**config.mk**
```make
export PLATFORM = sky130hd
export DESIGN_NAME = wb_arbiter_flat
export DESIGN_NICKNAME = d
export VERILOG_FILES = /design/src/rtl/wb_arbiter_pkg.sv /design/src/rtl/wb_arbiter_if.sv /design/src/rtl/wb_arbiter_rr_select.sv /design/src/rtl/wb_arbiter.sv /design/src/flat_wrapper.sv
export SDC_FILE = /design/constraint.sdc
export NUM_CORES = 2
export LEC_CHECK = 0
export CORE_AREA = 2 2 706 708
export CTS_CLUSTER_DIAMETER = 50
export DETAILED_ROUTE_END_ITERATION = 6
export DIE_AREA = 0 0 708 710
export PLACE_DENSITY = 0.43
export SYNTH_ARGS = -nofsm -noshare
export SYNTH_HDL_FRONTEND = slang
export SYNTH_SLANG_ARGS = --single-unit
export TNS_END_PERCENT = 1
```
**constraint.sdc**
```tcl
create_clock -name clk -period 47.5 [get_ports clk]
set_input_delay 14.25 -clock clk [delete_from_list [all_inputs] [get_ports clk]]
set_output_delay 14.25 -clock clk [all_outputs]
set_load 0.02 [all_outputs]
```
**src/rtl/wb_arbiter_pkg.sv**
```systemverilog
// Shared writeback types, default widths and the redirect squash test used by
// the arbiter and the execution units.
package wb_arbiter_pkg;

  localparam int WB_WIDTH = 4;
  localparam int OPID_W   = 16;

  typedef struct packed {
    logic [OPID_W-1:0] opid;
    logic              prdv;
    logic [6:0]        prd;
    logic [63:0]       data;
  } exe_bundle_t;

  typedef struct packed {
    logic [OPID_W-1:0] opid;
    logic [OPID_W-1:0] topid;
  } red_bundle_t;

  // True when opid is younger than the redirecting op; ages are taken
  // relative to topid modulo 2**obits so wrap-around stays ordered.
  function automatic logic succeed(input logic [OPID_W-1:0] opid,
                                   input red_bundle_t       redir,
                                   input int unsigned       obits);
    logic [OPID_W-1:0] mask;
    logic [OPID_W-1:0] age;
    logic [OPID_W-1:0] lim;
    mask = OPID_W'((32'd1 << obits) - 32'd1);
    age  = (opid - redir.topid) & mask;
    lim  = (redir.opid - redir.topid + 16'd1) & mask;
    return redir.opid[15] & opid[15] & (age >= lim);
  endfunction

endpackage

```
**src/rtl/wb_arbiter_if.sv**
```systemverilog
// Bus bundle between the execution units and the writeback arbiter.
interface wb_arbiter_if
  import wb_arbiter_pkg::*;
#(
  parameter int nfu = 4,
  parameter int ewd = 4,
  parameter int wbw = WB_WIDTH
) ();

  red_bundle_t                   redir;
  exe_bundle_t [nfu*ewd-1:0]     resp;
  logic        [nfu*ewd-1:0]     claim;
  exe_bundle_t [wbw-1:0]         wb;
  logic        [nfu-1:0]         busy;

  modport slave (
    input  redir,
    input  resp,
    output claim,
    output wb,
    output busy
  );

  modport master (
    output redir,
    output resp,
    input  claim,
    input  wb,
    input  busy
  );

endinterface

```
**src/rtl/wb_arbiter_rr_select.sv**
```systemverilog
// Rotating first-k selector: scans n request bits from base upward with wrap
// and grants the first k set bits, reporting their indices in grant order.
module wb_arbiter_rr_select #(
  parameter  int n  = 16,
  parameter  int k  = 4,
  localparam int IW = (n > 1) ? $clog2(n) : 1,
  localparam int CW = $clog2(k + 1),
  localparam int SW = (k > 1) ? $clog2(k) : 1
) (
  input  logic [n-1:0]          req,
  input  logic [IW-1:0]         base,
  output logic [n-1:0]          gnt,
  output logic [k-1:0][IW-1:0]  idx,
  output logic [CW-1:0]         cnt
);

  logic [IW:0]   sum_s;
  logic [IW-1:0] pos_s;

  // Walk the requests in rotated order, taking the first k
  always_comb begin
    gnt   = '0;
    idx   = '0;
    cnt   = '0;
    sum_s = '0;
    pos_s = '0;
    for (int i = 0; i < n; i++) begin
      sum_s = {1'b0, base} + (IW+1)'(i);
      pos_s = (sum_s >= (IW+1)'(n)) ? IW'(sum_s - (IW+1)'(n)) : IW'(sum_s);
      if (req[pos_s] && (cnt < CW'(k))) begin
        gnt[pos_s]        = 1'b1;
        idx[cnt[SW-1:0]]  = pos_s;
        cnt               = cnt + CW'(1);
      end else begin
        gnt[pos_s] = 1'b0;
      end
    end
  end

endmodule

```
**src/rtl/wb_arbiter.sv**
```systemverilog
// Writeback arbiter: grants up to wbw unit results per cycle with rotating
// fairness and registers them onto the writeback bus. WB_ARBITER_PERF_EN adds
// per-unit conflict counters.
module wb_arbiter
  import wb_arbiter_pkg::*;
#(
  parameter int nfu  = 4,
  parameter int ewd  = 4,
  parameter int wbw  = WB_WIDTH,
  parameter int opsz = 64
) (
  input  logic             clk,
  input  logic             rst,
  wb_arbiter_if.slave      bus
`ifdef WB_ARBITER_PERF_EN
  ,
  output logic [nfu-1:0][31:0] perf_conflict
`endif
);

  localparam int NL = nfu * ewd;
  localparam int IW = (NL > 1) ? $clog2(NL) : 1;
  localparam int RW = (nfu > 1) ? $clog2(nfu) : 1;
  localparam int CW = $clog2(wbw + 1);
  localparam int OB = $clog2(opsz);

  logic [NL-1:0]             req_s;
  logic [NL-1:0]             gnt_s;
  logic [wbw-1:0][IW-1:0]    idx_s;
  logic [CW-1:0]             cnt_s;
  logic [IW-1:0]             base_s;
  logic [IW-1:0]             last_idx_s;
  logic [RW-1:0]             last_unit_s;
  logic [nfu-1:0]            busy_s;
  logic [RW-1:0]             rr_q, rr_d;
  exe_bundle_t [wbw-1:0]     wb_q, wb_d;

  // Requests are masked during reset so nothing is claimed across it
  always_comb begin
    req_s = '0;
    for (int k = 0; k < NL; k++) begin
      req_s[k] = bus.resp[k].opid[15] & ~rst;
    end
  end

  assign base_s = IW'(rr_q) * IW'(ewd);

  wb_arbiter_rr_select #(
    .n (NL),
    .k (wbw)
  ) u_sel (
    .req  (req_s),
    .base (base_s),
    .gnt  (gnt_s),
    .idx  (idx_s),
    .cnt  (cnt_s)
  );

  // Claims and per-unit stall hints
  always_comb begin
    busy_s    = '0;
    bus.claim = gnt_s;
    for (int u = 0; u < nfu; u++) begin
      busy_s[u] = |(req_s[u*ewd +: ewd] & ~gnt_s[u*ewd +: ewd]);
    end
    bus.busy = busy_s;
  end

  // Pack granted lanes in grant order; lanes squashed now are kept with opid 0
  always_comb begin
    wb_d        = '0;
    rr_d        = rr_q;
    last_idx_s  = '0;
    last_unit_s = '0;
    for (int j = 0; j < wbw; j++) begin
      if (CW'(j) < cnt_s) begin
        wb_d[j]      = bus.resp[idx_s[j]];
        wb_d[j].opid = succeed(wb_d[j].opid, bus.redir, OB) ? 16'h0000 : wb_d[j].opid;
        last_idx_s   = idx_s[j];
      end else begin
        wb_d[j] = '0;
      end
    end
    last_unit_s = RW'(last_idx_s / IW'(ewd));
    if (cnt_s != '0) begin
      rr_d = (last_unit_s == RW'(nfu - 1)) ? '0 : last_unit_s + RW'(1);
    end else begin
      rr_d = rr_q;
    end
  end

  // Writeback register and rotation pointer
  always_ff @(posedge clk) begin
    if (rst) begin
      wb_q <= '0;
      rr_q <= '0;
    end else begin
      wb_q <= wb_d;
      rr_q <= rr_d;
    end
  end

  // A redirect arriving one cycle late still kills the registered result
  always_comb begin
    bus.wb = wb_q;
    for (int j = 0; j < wbw; j++) begin
      bus.wb[j].opid = succeed(wb_q[j].opid, bus.redir, OB) ? 16'h0000 : wb_q[j].opid;
    end
  end

`ifdef WB_ARBITER_PERF_EN
  logic [nfu-1:0][31:0] perf_q, perf_d;

  // Saturating count of cycles each unit was left waiting
  always_comb begin
    perf_d = perf_q;
    for (int u = 0; u < nfu; u++) begin
      perf_d[u] = (busy_s[u] && (perf_q[u] != 32'hffff_ffff)) ? perf_q[u] + 32'd1 : perf_q[u];
    end
  end

  always_ff @(posedge clk) begin
    if (rst) begin
      perf_q <= '0;
    end else begin
      perf_q <= perf_d;
    end
  end

  assign perf_conflict = perf_q;
`endif

endmodule

```
**src/flat_wrapper.sv**
```systemverilog
// flat-port wrapper written by rule: the top's interface ports become plain ports
module wb_arbiter_flat import wb_arbiter_pkg::*;
#(
  parameter int nfu  = 4,
  parameter int ewd  = 4,
  parameter int wbw  = WB_WIDTH,
  parameter int opsz = 64
)
  (clk, rst, bus_redir, bus_resp, bus_claim, bus_wb, bus_busy);
  wb_arbiter_if #(.nfu(nfu), .ewd(ewd), .wbw(wbw)) bus_i ();
  input  logic clk;
  input  logic rst;
  input wire logic [$bits(bus_i.redir)-1:0] bus_redir;
  input wire logic [$bits(bus_i.resp)-1:0] bus_resp;
  output wire logic [$bits(bus_i.claim)-1:0] bus_claim;
  output wire logic [$bits(bus_i.wb)-1:0] bus_wb;
  output wire logic [$bits(bus_i.busy)-1:0] bus_busy;
  assign bus_i.redir = bus_redir;
  assign bus_i.resp = bus_resp;
  assign bus_claim = bus_i.claim;
  assign bus_wb = bus_i.wb;
  assign bus_busy = bus_i.busy;
  wb_arbiter #(.nfu(nfu), .ewd(ewd), .wbw(wbw), .opsz(opsz)) u_core (.clk(clk), .rst(rst), .bus(bus_i));
endmodule
```
---- Word level (Yosys, flattened, before mapping) ----
Index checks and enable logic that the tools add are counted.
operators by class
  add/subtract/negate cells ............... 57
  magnitude comparators ................... 109
  equality and inequality tests ........... 1
  muxes and demuxes ....................... 190
  bitwise operators ....................... 90
  reduce and logical (&&, ||, !) cells .... 59
operators by type and width
  operator               number
  $bmux W88 S4           4
  $mux W16               35
  $mux W88               4
  $and A16 B16 Y16       15
  $bwmux W16             15
  $not A16 Y16           15
  $or A16 B16 Y16        15
  $mux W4                36
  $demux W4 S2           15
  $lt A4 B5 Y1 const B   20
  $ge A5 B5 Y1 const B   15
  $bmux W1 S4            16
  $demux W1 S4           16
  $ge A4 B1 Y1 const B   16
  $sub A4 B1 Y4 const B  16
  $sub A6 B6 Y6          9
  $ge A6 B6 Y1           8
  $logic_and A1 B1 Y1    46
  $add A3 B1 Y3 const B  15
  $lt A2 B3 Y1 const B   15
  $lt A3 B3 Y1 const B   15
  $mux W3                15
  $add A4 B4 Y5 const B  8
  $mux W1                33
  other kinds (19)       89
word-level totals
  register bits after elaboration ......... 354
  input bits .............................. 1442
  output and inout port bits .............. 372
  logic and storage cells ................. 523

---- Logic depth before layout (Yosys ltp) ----
  depth in word-level cells ............... 59
  depth in mapped cells ................... 88
  mapped depth without buffers ............ 76

---- Hierarchy ----
A second synthesis with hierarchy kept.
second synthesis, totals
  cells, all modules ...................... 5069
  area total of the unflattened synthesis .. 64802.2 µm²
modules (own cells, without submodules)
  module                times used  cells each  area an instance (µm²)  sequential area each (µm²)
  wb_arbiter            1           3740        56113.8                 7086.8
  wb_arbiter_rr_select  1           1329        8688.3                  0.0

---- Worst setup path before layout ----
Ideal clock, no wire load.
  kind .................................... input -> output
  start ................................... input port bus_resp[175]
  end ..................................... output port bus_busy[0]
  arrival time ............................ 26.223 ns
  data required time ...................... 33.250 ns
  path slack .............................. 7.027 ns
  stages .................................. 57
  path buffers ............................ 10
  path through ............................ clkbuf_1 mux4_2 and2_1 clkbuf_1 ha_1 buf_2 nor4bb_1 a22o_1 buf_2 inv_2 buf_2 ha_1 or3b_2 o22a_1 and3_1 buf_2 nand2_1 nand2_1 [... 21 more ...] nor2_1 a21oi_1 inv_1 ha_1 a21boi_0 and2_1 and4_1 buf_2 xnor2_1 ha_1 nand2_1 and2_1 clkbuf_1 and2_1 clkbuf_1 mux2_2 or2_2 a31oi_1
on the way
  cells in the longest elaborated chain, start to end .. 52
  elaborated cells on any way between the ends .. 141
  classes of those cells .................. 14 x add/sub; 15 x order compare; 63 x mux; 33 x bitwise; 16 x reduce/logical
ends and longest elaborated chain
  what                           line                        text
  from (decl)                    flat_wrapper.sv:14          input wire logic [$bits(bus_i.resp)-1:0] bus_resp;
  $and A1 B1 Y1 (*)              wb_arbiter.sv:42            req_s[k] = bus.resp[k].opid[15] & ~rst;
  $bmux W1 S4                    wb_arbiter_rr_select.sv:30  if (req[pos_s] && (cnt < CW'(k))) begin
  $mux W1 (implied by the code)  wb_arbiter_rr_select.sv:30
  $mux W1                        wb_arbiter_rr_select.sv:30
  $lt A3 B3 Y1                   wb_arbiter_rr_select.sv:30
  $logic_and A1 B1 Y1            wb_arbiter_rr_select.sv:30
  $mux W3                        wb_arbiter_rr_select.sv:30
  $lt A3 B3 Y1                   wb_arbiter_rr_select.sv:30
  [... 37 more ...]              n/a
  $mux W3                        wb_arbiter_rr_select.sv:30
  $lt A3 B3 Y1                   wb_arbiter_rr_select.sv:30
  $logic_and A1 B1 Y1            wb_arbiter_rr_select.sv:30
  $mux W16 (*)                   wb_arbiter_rr_select.sv:30
  via bus_claim[3]               flat_wrapper.sv:15          output wire logic [$bits(bus_i.claim)-1:0] bus_claim;
  $not A4 Y4 (*)                 wb_arbiter.sv:64            busy_s[u] = |(req_s[u*ewd +: ewd] & ~gnt_s[u*ewd +: ewd]);
  $and A4 B4 Y4 (*)              wb_arbiter.sv:64
  $reduce_or A4 Y1 (*)           wb_arbiter.sv:64
  to (decl)                      flat_wrapper.sv:17          output wire logic [$bits(bus_i.busy)-1:0] bus_busy;
The timed path passes the listed nets; every way through them passes the cells marked *. The select of a mux whose other input is x is not followed.

---- Worst setup path in the final report ----
  start ................................... input port bus_resp[791]
  end ..................................... output port bus_busy[2]
on the way
  cells in the longest elaborated chain, start to end .. 52
  elaborated cells on any way between the ends .. 141
  classes of those cells .................. 14 x add/sub; 15 x order compare; 63 x mux; 33 x bitwise; 16 x reduce/logical
ends and longest elaborated chain
  what                           line
  $and A1 B1 Y1 (*)              wb_arbiter.sv:42
  $bmux W1 S4                    wb_arbiter_rr_select.sv:30
  $mux W1 (implied by the code)  wb_arbiter_rr_select.sv:30
  $mux W1                        wb_arbiter_rr_select.sv:30
  $lt A3 B3 Y1                   wb_arbiter_rr_select.sv:30
  $logic_and A1 B1 Y1            wb_arbiter_rr_select.sv:30
  $mux W3                        wb_arbiter_rr_select.sv:30
  $lt A3 B3 Y1                   wb_arbiter_rr_select.sv:30
  [... 36 more ...]              n/a
  $logic_and A1 B1 Y1            wb_arbiter_rr_select.sv:30
  $mux W3                        wb_arbiter_rr_select.sv:30
  $lt A3 B3 Y1                   wb_arbiter_rr_select.sv:30
  $logic_and A1 B1 Y1            wb_arbiter_rr_select.sv:30
  $mux W16                       wb_arbiter_rr_select.sv:30
  $not A4 Y4                     wb_arbiter.sv:64
  $and A4 B4 Y4 (*)              wb_arbiter.sv:64
  $reduce_or A4 Y1 (*)           wb_arbiter.sv:64
Mark *: on every way between the ends. The rest lies on a longest branch, timed or not. The select of a mux whose other input is x is not followed.

==> run_results.csv <==
group,metric,value,unit
placed_design,post-dp-hpwl,520000,µm
worst_setup_path,crit_arrival,30.75,ns
placed_design,portBuffers,1794,
drt,routedWlPerCell,34.3,µm
clock_network,worstSkewPairLatency,0.89,ns
drt,drcViolationCount,0,
cells_and_area,layout_common_cells,"nand2_1, clkdlybuf4s50_1, nand3_1",
worst_setup_path,start_kind,"input port",
clock_network,post_cts_buffers,0,
synthesis,yosys_warnings,0,
cells_and_area,final_common_cell,"nand2_1",
drt,firstDrtPassIters,7,
grt,grt_pass1_vias,88800,
die,core-area,0.495,mm²
worst_setup_path,path_class,"in2out",
clock_network,cts_root_buf,"clkbuf_16",
worst_setup_path,crit_path_frequent_cell,"ha_1",
worst_setup_path,critPathRequiredTime,33.25,ns
status,outcome,"completed",
placed_design,gp_congestion,1.01,
synthesis,syn_area,0.0681,mm²
die,die_w,708,µm
grt,grt_pass1_wl,866000,µm
synthesis,async_reset_ff_share,0,%
sta,layout_min_cycle_time,45.00,ns
synthesis,netlist-cell-type-count,107,
clock_network,ctsResizeCount,0,
grt,grt-ovfl-total,0,
worst_setup_path,cp_slowest_cell,"clkdlybuf4s50_1",
synthesis,postSynthAreaPerCell,5.78,µm²
die,initial_core_util,13.7,%
sta,finalHoldViolations,0,
synthesis,synth_seq_cells,354,
sta,rsz0062_at_grt,"no",
sta,fin_crit_sh,94.7,%
sta,worst_pin_slew,1.30,ns
drt,vias,101000,
cells_and_area,drive_gt1_share,5.67,%
grt,antenna_found_initial,483,
synthesis,synth_edf_count,0,
drt,drt_iter0_drc,15100,
hold_path,hp-start,"u_core.rr_q[0]",
sta,setup_violations,0,
synthesis,syn_inst,11800,
synthesis,synth_ff_type,"dfxtp_1",
clock_network,cts.sinks,354,
cells_and_area,fin_nets,14100,
worst_setup_path,cp-startpoint,"bus_resp[791]",
die,rows,259,
clock_network,cts_tree,"yes",
grt,track_usage,25.0,%
grt,grt_max_degree,125,
drt,postRouteAntennaNets,0,
worst_setup_path,worst-path-max-fanout,13,
clock_network,hold_buffers,0,
sta,drv_slew,0,
clock_network,cts_buffers,102,
hold_path,hp-class,"reg2reg",
clock_network,clk_path_buf_depth,4,
drt,drt_wl_total,666000,µm
die,ios,1814,
flow_run,max_cap_violations,0,
worst_setup_path,end_kind,"primary output",
cells_and_area,nFillCells,56700,
worst_setup_path,reg2reg_from,"u_core.rr_q[0]",
synthesis,syn-num-nets,13400,
cells_and_area,area_delta_synth_final,38.1,%
die,dieHeight,710,µm
sta,tns,0,ns
drt,viasPerCell,5.20,
sta,fmax,0.0222,GHz
clock_network,clk_transition_reported_paths,0.05,ns
worst_setup_path,slowest_delay,0.77,ns
sta,fin_worst_skew,0.0816,ns
sta,relSlewSlack,13.3,%
clock_network,cts_htree_levels,3,
synthesis,ys_seq_area_share,10.4,%
die,die-area,0.503,mm²
## logic make-up after synthesis
family | Yosys count | share of synthesized area [%]
simple gates | 7038 | 44.4
compound gates | 2203 | 23.5
buf+inv | 1529 | 10.8
mux | 434 | 6.96
flops | 354 | 10.4
fa+ha+maj | 161 | 3.06
xor+xnor | 68 | 0.915
## routing by layer
metal  global-route usage (%)  wire (µm)  vias up
met5                    0.400       1860        -
met4                     17.7      50500      284
met1                     29.3     249000    48500
met2                     35.3     272000     7210
met3                     12.0      92500     1751
li1                         -          -    43100
## registers in the layout, indices dropped and copies added, names as in the netlist
signal	count
u_core.rr_q	2
u_core.wb_q	64
u_core.bus.wb	288
## worst max-delay path: cells and delay by family
kind / cells / cell delay, ns
buf+inv: 4 / 1.75
compound gates: 15 / 5.33
fa+ha+maj: 7 / 2.52
simple gates: 19 / 5.82
mux: 2 / 1.03
## path summary, 6_finish.rpt
path	end	slack [ns]	depth (start not counted)
max	bus_busy[2]	2.50	47
min	u_core.rr_q[0]	0.96	2
max reg2reg	u_core.wb_q[256]	24.35	70
min reg2reg	u_core.rr_q[0]	0.96	2
## cell usage after synthesis, types with 9 or more instances
cell type,n,area share [%]
a211oi_1,139,1.5
a21o_1,46,0.51
a21oi_1,171,1.3
a221oi_1,15,0.19
a22oi_1,17,0.19
a311oi_1,476,6.1
a31oi_1,512,4.7
a32oi_1,19,0.24
a41oi_1,72,0.93
and2_1,95,0.87
and3_1,540,5.0
buf_1,106,0.58
buf_2,324,2.4
buf_4,302,3.3
clkbuf_1,695,3.8
dfxtp_1,354,10
fa_1,9,0.26
ha_1,152,2.8
inv_1,94,0.52
mux2_2,167,2.8
mux2i_1,250,3.7
mux4_2,13,0.43
nand2_1,4707,26
nand2b_1,27,0.25
nand3_1,1271,9.3
nor2_1,167,0.92
nor2b_1,62,0.57
nor3_1,105,0.77
o211ai_1,126,1.4
o21a_1,11,0.12
o21ai_0,190,1.4
o221ai_1,87,1.1
o22a_1,22,0.28
o22ai_1,197,1.8
o32ai_1,9,0.12
or2_2,10,0.092
or3_1,10,0.092
xnor2_1,51,0.66
xor2_1,15,0.19
## final cells by class
| class | count | area [µm²] | area share, % |
|---|---|---|---|
| diodes | 305 | 763 | 0.812 |
| inverters | 97 | 369 | 0.393 |
| flip-flops and latches | 354 | 7090 | 7.54 |
| clock inverters | 75 | 903 | 0.961 |
| well taps | 6525 | 8160 | 8.69 |
| repair buffers | 2047 | 20100 | 21.3 |
| multi-input cells | 9904 | 54000 | 57.4 |
| clock buffers | 109 | 2660 | 2.83 |
## per-stage QoR
step / worst slack (ns) / util (%) / area (µm²) / hold WS, ns / cells
final: 2.50 / 19.0 / 94000 / 0.960 / 19400
after global routing: 1.81 / 18.9 / 93600 / 1.01 / 19300
after CTS: 2.86 / 18.8 / 93200 / 0.965 / 19100
after detailed placement: 2.93 / 18.1 / 89700 / 0.947 / 18900
after global placement: 2.89 / 18.1 / 89700 / 0.942 / 18900
after floorplan: 7.03 / - / 68100 / 1.23 / 11800
Power is not shown: default switching activity piles up to over one toggle a cycle in this logic, so the estimate is an artifact.
